===== src/rtl/wb_ctrl.sv =====
// Write-back arbiter: merges ALU results and a 2-deep load-result FIFO onto one register-file write port.
// Latency: one cycle from acceptance to rwb_*; pend_mask follows FIFO contents one cycle after push/pop.
// Backpressure: ld_ready drops when the FIFO is full; alu_ready drops only for the single forced-load cycle.
module wb_ctrl #(
  parameter int ADDR_WIDTH = 4,
  parameter int WIDTH      = 8,
  parameter int STARVE_MAX = 3
) (
  input  logic                       clk,
  input  logic                       rst,
  input  logic                       alu_valid,
  output logic                       alu_ready,
  input  logic [ADDR_WIDTH-1:0]      alu_addr,
  input  logic [WIDTH-1:0]           alu_data,
  input  logic                       ld_valid,
  output logic                       ld_ready,
  input  logic [ADDR_WIDTH-1:0]      ld_addr,
  input  logic [WIDTH-1:0]           ld_data,
  output logic                       rwb_we,
  output logic [ADDR_WIDTH-1:0]      rwb_addr,
  output logic [WIDTH-1:0]           rwb_data,
  output logic [(1<<ADDR_WIDTH)-1:0] pend_mask
);

  localparam int NREG = 1 << ADDR_WIDTH;
  localparam logic [1:0] STARVE_LIM = 2'(STARVE_MAX);

  // FIFO storage and control
  logic [ADDR_WIDTH-1:0] fa_q [2];
  logic [WIDTH-1:0]      fd_q [2];
  logic                  wr_ptr_q, wr_ptr_d;
  logic                  rd_ptr_q, rd_ptr_d;
  logic [1:0]            count_q, count_d;
  logic [1:0]            starve_q, starve_d;

  // Registered write port and pending mask
  logic                  rwb_we_q;
  logic [ADDR_WIDTH-1:0] rwb_addr_q;
  logic [WIDTH-1:0]      rwb_data_q;
  logic [NREG-1:0]       pend_q, pend_d;

  logic                  fifo_ne, forced, alu_acc, push, pop;
  logic                  win_vld, win_wr;
  logic [ADDR_WIDTH-1:0] win_addr;
  logic [WIDTH-1:0]      win_data;
  logic                  ent_vld;
  logic [ADDR_WIDTH-1:0] ent_addr;

  // Handshakes and arbitration; reset forces both readies high and blocks all transfers
  always_comb begin
    fifo_ne   = (count_q != 2'd0);
    forced    = fifo_ne && (starve_q == STARVE_LIM);
    alu_ready = rst || !forced;
    ld_ready  = rst || (count_q != 2'd2);
    alu_acc   = !rst && alu_valid && !forced;
    // Head drains when the ALU is idle or when it has been bypassed too long
    pop       = !rst && fifo_ne && (forced || !alu_valid);
    push      = !rst && ld_valid && (count_q != 2'd2);
    win_vld   = alu_acc || pop;
    win_addr  = alu_acc ? alu_addr : fa_q[rd_ptr_q];
    win_data  = alu_acc ? alu_data : fd_q[rd_ptr_q];
    // Writes to register 0 are consumed but never reach the register file
    win_wr    = win_vld && (win_addr != '0);
  end

  // Next-state for FIFO occupancy, pointers and the starvation counter
  always_comb begin
    wr_ptr_d = wr_ptr_q ^ push;
    rd_ptr_d = rd_ptr_q ^ pop;
    unique case ({push, pop})
      2'b10:   count_d = count_q + 2'd1;
      2'b01:   count_d = count_q - 2'd1;
      default: count_d = count_q;
    endcase
    if (!fifo_ne || pop) begin
      starve_d = 2'd0;
    end else if (alu_acc) begin
      starve_d = starve_q + 2'd1;
    end else begin
      starve_d = starve_q;
    end
  end

  // Pending mask computed from next-state FIFO contents so it lands with count
  always_comb begin
    pend_d   = '0;
    ent_vld  = 1'b0;
    ent_addr = '0;
    for (int e = 0; e < 2; e++) begin
      ent_vld  = (count_d == 2'd2) || ((count_d == 2'd1) && (rd_ptr_d == e[0]));
      ent_addr = (push && (wr_ptr_q == e[0])) ? ld_addr : fa_q[e];
      if (ent_vld && (ent_addr != '0)) begin
        pend_d[ent_addr] = 1'b1;
      end
    end
  end

  // FIFO payload storage; contents are don't-care until count marks them valid
  always_ff @(posedge clk) begin
    if (push) begin
      fa_q[wr_ptr_q] <= ld_addr;
      fd_q[wr_ptr_q] <= ld_data;
    end
  end

  // Control state and registered write port
  always_ff @(posedge clk) begin
    if (rst) begin
      wr_ptr_q   <= 1'b0;
      rd_ptr_q   <= 1'b0;
      count_q    <= 2'd0;
      starve_q   <= 2'd0;
      rwb_we_q   <= 1'b0;
      rwb_addr_q <= '0;
      rwb_data_q <= '0;
      pend_q     <= '0;
    end else begin
      wr_ptr_q <= wr_ptr_d;
      rd_ptr_q <= rd_ptr_d;
      count_q  <= count_d;
      starve_q <= starve_d;
      rwb_we_q <= win_wr;
      pend_q   <= pend_d;
      if (win_wr) begin
        rwb_addr_q <= win_addr;
        rwb_data_q <= win_data;
      end
    end
  end

  assign rwb_we    = rwb_we_q;
  assign rwb_addr  = rwb_addr_q;
  assign rwb_data  = rwb_data_q;
  assign pend_mask = pend_q;

endmodule


===== config.mk =====
export PLATFORM = sky130hd
export DESIGN_NAME = wb_ctrl
export DESIGN_NICKNAME = d
export VERILOG_FILES = /design/src/rtl/wb_ctrl.sv
export SDC_FILE = /design/constraint.sdc
export NUM_CORES = 1
export LEC_CHECK = 0
export CAP_MARGIN = 10
export CORE_MARGIN = 4
export CORE_UTILIZATION = 50
export DETAILED_ROUTE_END_ITERATION = 8
export PLACE_DENSITY = 0.79
export SYNTH_ARGS = -nofsm -noshare
export SYNTH_HDL_FRONTEND = slang
export SYNTH_SLANG_ARGS = --single-unit

===== constraint.sdc =====
create_clock -name clk -period 3 [get_ports clk]
set_input_delay 0.45 -clock clk [delete_from_list [all_inputs] [get_ports clk]]
set_output_delay 0.45 -clock clk [all_outputs]
set_load 0.05 [all_outputs]

==> results of run 1 <==
==> how the worst max path moves through the flow <==
stage | from | end | slack, ns | cells past startpoint
finish | alu_valid | pend_mask[3] | 0.29 | 9
global route | count_q[1] | pend_mask[7] | 0.12 | 9
CTS | count_q[0] | pend_mask[3] | 0.27 | 9
detailed placement | alu_valid | pend_mask[13] | -0.02 | 9
global placement | alu_valid | pend_mask[3] | 0.06 | 9
floorplan | rst | pend_mask[14] | 0.45 | 9
==> cell families after synthesis <==
kind of cell | Yosys count
flops | 59
mux | 11
compound gates | 77
xor+xnor | 3
buf+inv | 23
other cells | 1
fa+ha+maj | 4
simple gates | 81
==> worst register-to-register path, stage by stage (launching register included) <==
cell and delay [ns]:
dfxtp_1 0.40, nor2b_1 0.21, nor3b_1 0.24, inv_1 0.08, ha_1 0.39, nor2b_4 0.18
or3_1 0.37, a21o_1 0.26, nor3b_4 0.27, a32o_1 0.17
==> report_power, final <==
part,leakage (nW),internal [mW],switching (mW)
logic,0.706,0.145,0.207
clock network,0.104,0.462,0.303
registers,0.506,0.874,0.0268
total,1.32,1.48,0.537
==> metrics by stage <==
| stage | setup TNS (ns) | instance area (um2) | cells |
|---|---|---|---|
| 4_1_cts | 0 | 3640 | 401 |
| 6_report | 0 | 3640 | 401 |
| 2_1_floorplan | 0 | 2730 | 259 |
| 3_3_place_gp | 0 | 3430 | 385 |
| 3_5_place_dp | -0.0670 | 3430 | 385 |
| 5_1_grt | 0 | 3640 | 401 |
==> cell type report <==
cell class,instances,area [um2]
clock inverters,6,81.3
well taps,70,87.6
inverters,11,41.3
fillers,407,1570
clock buffers,10,128
multi-input cells,177,1200
flip-flops and latches,59,1420
repair buffers,68,676
==> cells in the mapped netlist (all sizes together) (2+ instances only) <==
cell     number  area share (%)
o21a          4             1.1
o211ai       16             4.4
mux2i        11             4.0
or3           2            0.46
nor2         13             1.9
nand3         4            0.92
a21oi        15             2.7
o21bai        2            0.55
nor3          6             1.3
nor2b         8             2.2
buf           7             1.8
inv          11             1.5
a22oi         4             1.1
xnor2         2            0.64
nor3b         6             2.5
a31oi         3            0.69
nand2        31             4.3
and3b         2            0.64
a2bb2oi       2            0.87
o21ai         9             1.8
edfxtp       24              26
a22o          5             1.6
ha            4             1.8
nand2b        4            0.92
clkbuf        5            0.69
o22ai         8             1.8
a32o          6             2.2
dfxtp        35              26
==> state kept, by name, indices dropped and copies added, names as in the netlist <==
name	count
rwb_we	1
rd_ptr_q	1
fd_q	16
starve_q	2
wr_ptr_q	1
rwb_addr	4
rwb_data	8
pend_mask	16
count_q	2
fa_q	8
==> routing by layer <==
layer,vias up,wire length [um],global-route usage (%)
li1,1096,-,-
met5,-,0,0
met2,82,3040,33.0
met1,1031,2760,25.9
met3,14,445,6.25
met4,0,112,8.31
==> what timing repair did <==
action / CTS / global route
setup buffers: 0 / 0
hold buffers: 0 / 0
resized for setup: 0 / 1
endpoints found under the setup margin: 0 / 1
==> flow_summary.yaml, run 1 <==
detailed_routing:
  wl_um: 6360
  dr.pass1.iters: 5
  drc: 0
  via_per_inst: 5.54
  drt.antenna.violating_nets: 0
  drt_iter0_markers: 144
  wire_per_inst_um: 15.9
  via_count: 2223
clocking:
  cts.path.max_buffers: 2
  tritoncts: "built"
  root_buffer: "clkbuf_8"
  numClockSinks: 59
  cts_max_level: 3
  numCtsBuffers: 9
  clk_pin_slew_ns: 0.07
  clk_latency_ns: 0.34
cells_and_area:
  fin_util_pct: 69.9
  nNetsFinal: 358
  final_common_cell: "clkdlybuf4s50_1"
  area_growth_pct: 33.2
  final_cell_mix: "clkdlybuf4s50_1, dfxtp_1, nand2_1"
  layout-drive-gt1-share_pct: 12.1
  antennaDiodeCount: 0
die:
  die-height_um: 81.9
  row_count: 26
  core_um2: 5200
  die-width_um: 81.9
  dieArea_um2: 6710
  io_pins: 59
  start_util_pct: 52.5
power_and_ir_drop:
  irDropWorstVdd_uv: 400
  p_leak_nw: 1.32
  power_mw: 2.02
  powerDensity_nw_per_um2: 555
min_path:
  whs_path_depth: 1
  hold_class: "register to register"
  hold_end: "starve_q[0]"
  worstHoldStart: "starve_q[0]"
global_routing:
  grt_util_all_layers_pct: 20.6
  overflow: 0
  grt_pass1_wl_um: 10300
  grt_pass1_vias: 2212
  grt_max_degree: 27
  antenna_found_initial: 0
synth:
  synth_compound_area_share_pct: 19.8
  ys_seq_elements: 59
  synth.distinct_cells: 51
  synth-xor-area-share_pct: 0.962
  synthAdderAreaFrac_pct: 1.83
  syn_nets: 291
  synth_top_family_by_area: "compound AO/OA/AOI/OAI gates"
  netlist_instances: 259
  synth-simple-area-share_pct: 17.2
  netlist_area_um2: 2730
  muxShareOfSynthArea_pct: 4.03
  async_flop_share_pct: 0
  ys_warn_count: 0
  synth.avg_cell_area_um2: 10.5
  ys_seq_area_share_pct: 52.0
  synth_edf_count: 24
  synth_ff_type: "dfxtp_1"
run:
  maxCapViolCount: 0
timing:
  setup_ws_ns: 0.286
  tightest_slew_ns: 0.507
  hold_violations: 0
  hold_ws_ns: 0.449
  max_freq_ghz: 0.368
  timing.final.setup_violations: 0
  relSlewSlack_pct: 65.8
  layout_min_cycle_time_ns: 2.71
  finalClockSkew_ns: 0.0112
  rsz0062_at_grt: "no"
  fin_crit_sh_pct: 90.5
  maxSlewViolCount: 0
critical_path:
  cp-start-kind: "input port"
  r2r_cells: 9
  critPathSlowestCell: "clkdlybuf4s50_1"
  critPathMaxFanout: 9
  path_cells: "clkdlybuf4s50_1, nor2b_2, nor3_2, ha_1, nor2b_4, or3_1, a21o_1, nor3b_4, a32o_1"
  setup.worst_path.class: "input port to register"
  critPathArrivalTime_ns: 2.99
  worstPathBufferInverterCount: 1
  crit_family: "simple AND/OR/NAND/NOR gates"
  end_kind: "register"
  worst_path_largest_cell_delay_ns: 0.43
  regToRegEndpoint: "pend_mask[3]"
  reg2reg_slack_ns: 0.39
  crit_required_ns: 3.28
  rr_startpoint: "count_q[1]"
placement:
  place_hpwl_um: 4530
  dpl_worst_slack_ns: -0.0208
  io_buffers: 58
  gp_congestion: 0.834
status:
  status: "completed"
Power figures use the tool's default switching activity.
==> run 2, diff against run 1 <==
Settings changed: CAP_MARGIN 10 to 20.
Clock period 3 ns to 3.1 ns, I/O delays scaled along.
==> flow_summary.yaml, run 2 (synthesized netlist as in run 1, its figures left out) <==
die:
  dieArea_um2: 6710
  die-width_um: 81.9
  io_pins: 59
  die-height_um: 81.9
  start_util_pct: 52.5
  row_count: 26
  core_um2: 5200
timing:
  relSlewSlack_pct: 50.3
  maxSlewViolCount: 0
  fin_tns_setup_ns: 0
  hold_violations: 0
  tightest_slew_ns: 0.745
  rsz0062_at_grt: "no"
  hold_ws_ns: 0.443
  timing.final.setup_violations: 0
  setup_ws_ns: 0.409
  fin_crit_sh_pct: 86.8
  layout_min_cycle_time_ns: 2.69
  finalClockSkew_ns: 0.0106
  max_freq_ghz: 0.372
power_and_ir_drop:
  powerDensity_nw_per_um2: 499
  p_leak_nw: 1.28
  irDropWorstVdd_uv: 366
  power_mw: 1.78
clocking:
  numCtsBuffers: 9
  cts_max_level: 3
  cts.path.max_buffers: 2
  tritoncts: "built"
  clk_pin_slew_ns: 0.06
  root_buffer: "clkbuf_8"
  cts_setup_buffers: 0
  cts_resized: 0
  numClockSinks: 59
  clk_latency_ns: 0.34
  cts_hold_buf: 0
critical_path:
  crit_required_ns: 3.38
  cp-start-kind: "register"
  critPathMaxFanout: 10
  worst_path_largest_cell_delay_ns: 0.56
  path_cells: "nor2b_1, nor3b_1, inv_1, ha_1, nor2b_4, or3_1, a21o_1, nor3b_4, a32o_1"
  crit_family: "simple AND/OR/NAND/NOR gates"
  critPathArrivalTime_ns: 2.97
  setup.worst_path.class: "register to register"
  critPathSlowestCell: "dfxtp_1"
  end_kind: "register"
  worstPathBufferInverterCount: 1
placement:
  place_hpwl_um: 4370
  io_buffers: 58
  gp_congestion: 0.846
  dpl_worst_slack_ns: 0.0816
run:
  maxCapViolCount: 0
global_routing:
  antenna_found_initial: 0
  grt_pass1_wl_um: 9740
  overflow: 0
  grt_max_degree: 27
  grt_pass1_vias: 2072
  grt_util_all_layers_pct: 19.3
detailed_routing:
  via_count: 2157
  drc: 0
  drt_iter0_markers: 154
  via_per_inst: 5.39
  wire_per_inst_um: 15.1
  dr.pass1.iters: 4
  drt.antenna.violating_nets: 0
  wl_um: 6040
cells_and_area:
  area_growth_pct: 30.7
  antennaDiodeCount: 0
  nNetsFinal: 357
  final_common_cell: "clkdlybuf4s50_1"
  layout-drive-gt1-share_pct: 11.5
  final_cell_mix: "clkdlybuf4s50_1, dfxtp_1, nand2_1"
status:
  status: "completed"
min_path:
  hold_class: "register to register"
run 2: cell types whose count changed in the layout (fill, tap and decap cells not counted), sizes merged:
| cell | before | now |
|---|---|---|
| buf | 12 | 11 |
| bufinv | 2 | 0 |
| clkbuf | 10 | 11 |
| clkinv | 3 | 4 |
run 2: final timing paths:
kind	slack (ns)	start	endpoint	depth (start not counted)
max	0.41	count_q[0]	pend_mask[3]	9
min	0.44	starve_q[0]	starve_q[0]	1
max reg2reg	0.41	count_q[0]	pend_mask[3]	9
min reg2reg	0.44	starve_q[0]	starve_q[0]	1
run 2: report_power, final:
part           switching (mW)  internal (mW)  leakage [nW]
clock network           0.288          0.287        0.0831
logic                   0.195          0.139         0.694
registers              0.0272          0.846         0.505
total                   0.510           1.27          1.28
run 2: final cells by class:
cell class                 instances  area (um2)
clock buffer                      11         131
sequential                        59        1420
inverter                          11        41.3
timing repair buffer              67         656
fill                             417        1640
multi-input combinational        177        1200
clock inverter                     5        31.3
tap                               70        87.6
run 2: per-layer routing:
metal | vias up | global-route usage [%] | wire [um]
met1 | 986 | 26.2 | 2780
met5 | - | 0 | 0
li1 | 1092 | - | -
met2 | 67 | 29.2 | 2730
met4 | 0 | 8.80 | 95
met3 | 12 | 4.39 | 447
run 2: metrics by stage:
| stage | instances | utilization (%) | area, um2 |
|---|---|---|---|
| after floorplan | 259 | - | 2730 |
| after global placement | 384 | 65.5 | 3410 |
| after detailed placement | 384 | 65.5 | 3410 |
| after CTS | 400 | 68.6 | 3570 |
| after global routing | 400 | 68.6 | 3570 |
| final | 400 | 68.6 | 3570 |
==> run 3, diff against run 2 <==
Settings changed: ABC_AREA set to 1, CORE_UTILIZATION 50 to 51.
==> flow_summary.yaml, run 3 <==
timing:
  hold_violations: 0
  fin_tns_setup_ns: 0
  tightest_slew_ns: 0.514
  maxSlewViolCount: 0
  hold_ws_ns: 0.416
  finalClockSkew_ns: 0.0118
  relSlewSlack_pct: 65.6
  max_freq_ghz: 0.371
  timing.final.setup_violations: 0
  rsz0062_at_grt: "no"
  layout_min_cycle_time_ns: 2.70
  setup_ws_ns: 0.403
  fin_crit_sh_pct: 87.0
critical_path:
  cp-start-kind: "input port"
  critPathSlowestCell: "ha_1"
  rr_startpoint: "count_q[1]"
  path_cells: "clkdlybuf4s50_1, nor3_1, ha_1, nand2_1, o21ai_0, inv_1, nor2_1, nand2_1, nand3_1, a21oi_1"
  r2r_cells: 11
  reg2reg_slack_ns: 0.55
  worstPathBufferInverterCount: 2
  regToRegEndpoint: "pend_mask[11]"
  end_kind: "register"
  worst_path_largest_cell_delay_ns: 0.51
  crit_family: "simple AND/OR/NAND/NOR gates"
  critPathMaxFanout: 12
  setup.worst_path.class: "input port to register"
  critPathArrivalTime_ns: 2.91
  crit_required_ns: 3.31
  crit_top_cell: "nand2_1"
synth:
  synth.area.top_cells: "edfxtp_1, dfxtp_1, nand2_1"
  ys_seq_area_share_pct: 49.1
  netlist_area_um2: 2900
  yosys.area.top_type_share_pct: 24.9
  synth-simple-area-share_pct: 29.4
  synth.distinct_cells: 26
  synth_ff_type: "dfxtp_1"
  syn_nets: 400
  synth_top_area_cell: "edfxtp_1"
  yosys-top-cells-count: "nand2_1, inv_1, nor2_1"
  ys_warn_count: 0
  synth_top_family_by_area: "simple AND/OR/NAND/NOR gates"
  netlist_instances: 368
  muxShareOfSynthArea_pct: 0
  ys_seq_elements: 59
  async_flop_share_pct: 0
  synth-xor-area-share_pct: 0.302
  synth_most_common_cell: "nand2_1"
  synthAdderAreaFrac_pct: 1.73
  synth.avg_cell_area_um2: 7.87
  synth_edf_count: 24
  synth_compound_area_share_pct: 10.4
cells_and_area:
  antennaDiodeCount: 0
  final_common_cell: "nand2_1"
  layout-drive-gt1-share_pct: 11.3
  area_growth_pct: 27.5
  final_cell_mix: "nand2_1, clkdlybuf4s50_1, inv_1"
  nNetsFinal: 462
placement:
  place_hpwl_um: 4640
  io_buffers: 58
  dpl_worst_slack_ns: 0.0512
  gp_congestion: 0.867
min_path:
  whs_path_depth: 1
  worstHoldStart: "starve_q[0]"
  hold_class: "register to register"
  hold_end: "starve_q[0]"
clocking:
  numClockSinks: 59
  numCtsBuffers: 9
  clk_pin_slew_ns: 0.06
  root_buffer: "clkbuf_8"
  cts.path.max_buffers: 2
  cts_hold_buf: 0
  cts_resized: 0
  cts_setup_buffers: 0
  cts_max_level: 3
  clk_latency_ns: 0.34
  tritoncts: "built"
detailed_routing:
  wire_per_inst_um: 12.6
  via_per_inst: 4.95
  drc: 0
  drt.antenna.violating_nets: 0
  dr.pass1.iters: 4
  via_count: 2508
  wl_um: 6380
  drt_iter0_markers: 136
global_routing:
  antenna_found_initial: 0
  grt_max_degree: 26
  grt_pass1_vias: 2406
  overflow: 0
  grt_util_all_layers_pct: 18.9
  grt_pass1_wl_um: 10600
die:
  dieArea_um2: 6950
  core_um2: 5510
  die-height_um: 83.4
  start_util_pct: 52.6
  die-width_um: 83.4
  io_pins: 59
  row_count: 27
status:
  status: "completed"
power_and_ir_drop:
  powerDensity_nw_per_um2: 511
  irDropWorstVdd_uv: 314
  p_leak_nw: 1.55
run:
  maxCapViolCount: 0
[run 3: changes by cell type in the layout (fill, tap and decap cells not counted), moves of 14 or more]
cell | previous run | this run
nand2_1 | 31 | 73
inv_1 | 10 | 45
nor2_1 | 12 | 44
nand3_1 | 3 | 34
o211ai_1 | 16 | 1
o21ai_0 | 7 | 22
a21oi_1 | 15 | 29
[run 3: worst max path at each step]
| stage | from | cells after the start | endpoint |
|---|---|---|---|
| floorplan | rst | 8 | pend_mask[15] |
| global placement | rst | 10 | pend_mask[11] |
| detailed placement | rst | 10 | pend_mask[11] |
| CTS | rst | 10 | pend_mask[11] |
| global route | rst | 10 | pend_mask[11] |
| finish | rst | 10 | pend_mask[11] |
[run 3: cell families (layout without fill, tap and decap cells)]
family | count (synthesis) | in the layout
AO/OA/AOI/OAI | 59 | 59
other | 1 | 1
XOR/XNOR | 1 | 1
adder cells (fa/ha/maj) | 4 | 4
AND/OR/NAND/NOR | 182 | 182
flip-flops | 59 | 59
buffers and inverters | 62 | 129
[run 3: power breakdown]
part	switching [mW]	internal, mW
combinational	0.302	0.155
sequential	0.0211	0.855
clock	0.276	0.278
[run 3: worst reg2reg max path: cells and delay by family (launching register included)]
kind                       cells  cell delay [ns]
adders and majority gates      1             0.51
and+or+nand+nor                6             1.16
buffers and inverters          2             0.25
DFF                            1             0.31
AOI/OAI and AO/OA              2             0.21
[run 3: cell type report]
class | instances | area [um2]
Clock buffer | 11 | 131
Tap cell | 72 | 90.1
Multi-Input combinational cell | 247 | 1210
Inverter | 49 | 184
Fill cell | 464 | 1810
Timing Repair Buffer | 64 | 633
Sequential cell | 59 | 1420
Clock inverter | 5 | 20.0
[run 3: per-layer routing]
| layer | routed length (um) | vias to the layer above | global-route usage, % | part of all wire, % |
|---|---|---|---|---|
| met4 | 131 | 0 | 8.32 | 2.1 |
| met3 | 376 | 9 | 5.56 | 5.9 |
| li1 | - | 1307 | - | - |
| met1 | 2750 | 1114 | 22.2 | 43 |
| met2 | 3120 | 78 | 31.8 | 49 |
| met5 | 0 | - | 0 | 0 |
[run 3: per-stage QoR]
step	power [mW]	area, um2	cells	utilization, %
after detailed placement	1.35	3540	491	64.3
after floorplan	1.21	2900	368	-
after global placement	1.34	3540	491	64.3
final	1.89	3690	507	67.1
after CTS	1.91	3690	507	67.1
after global routing	1.98	3690	507	67.1
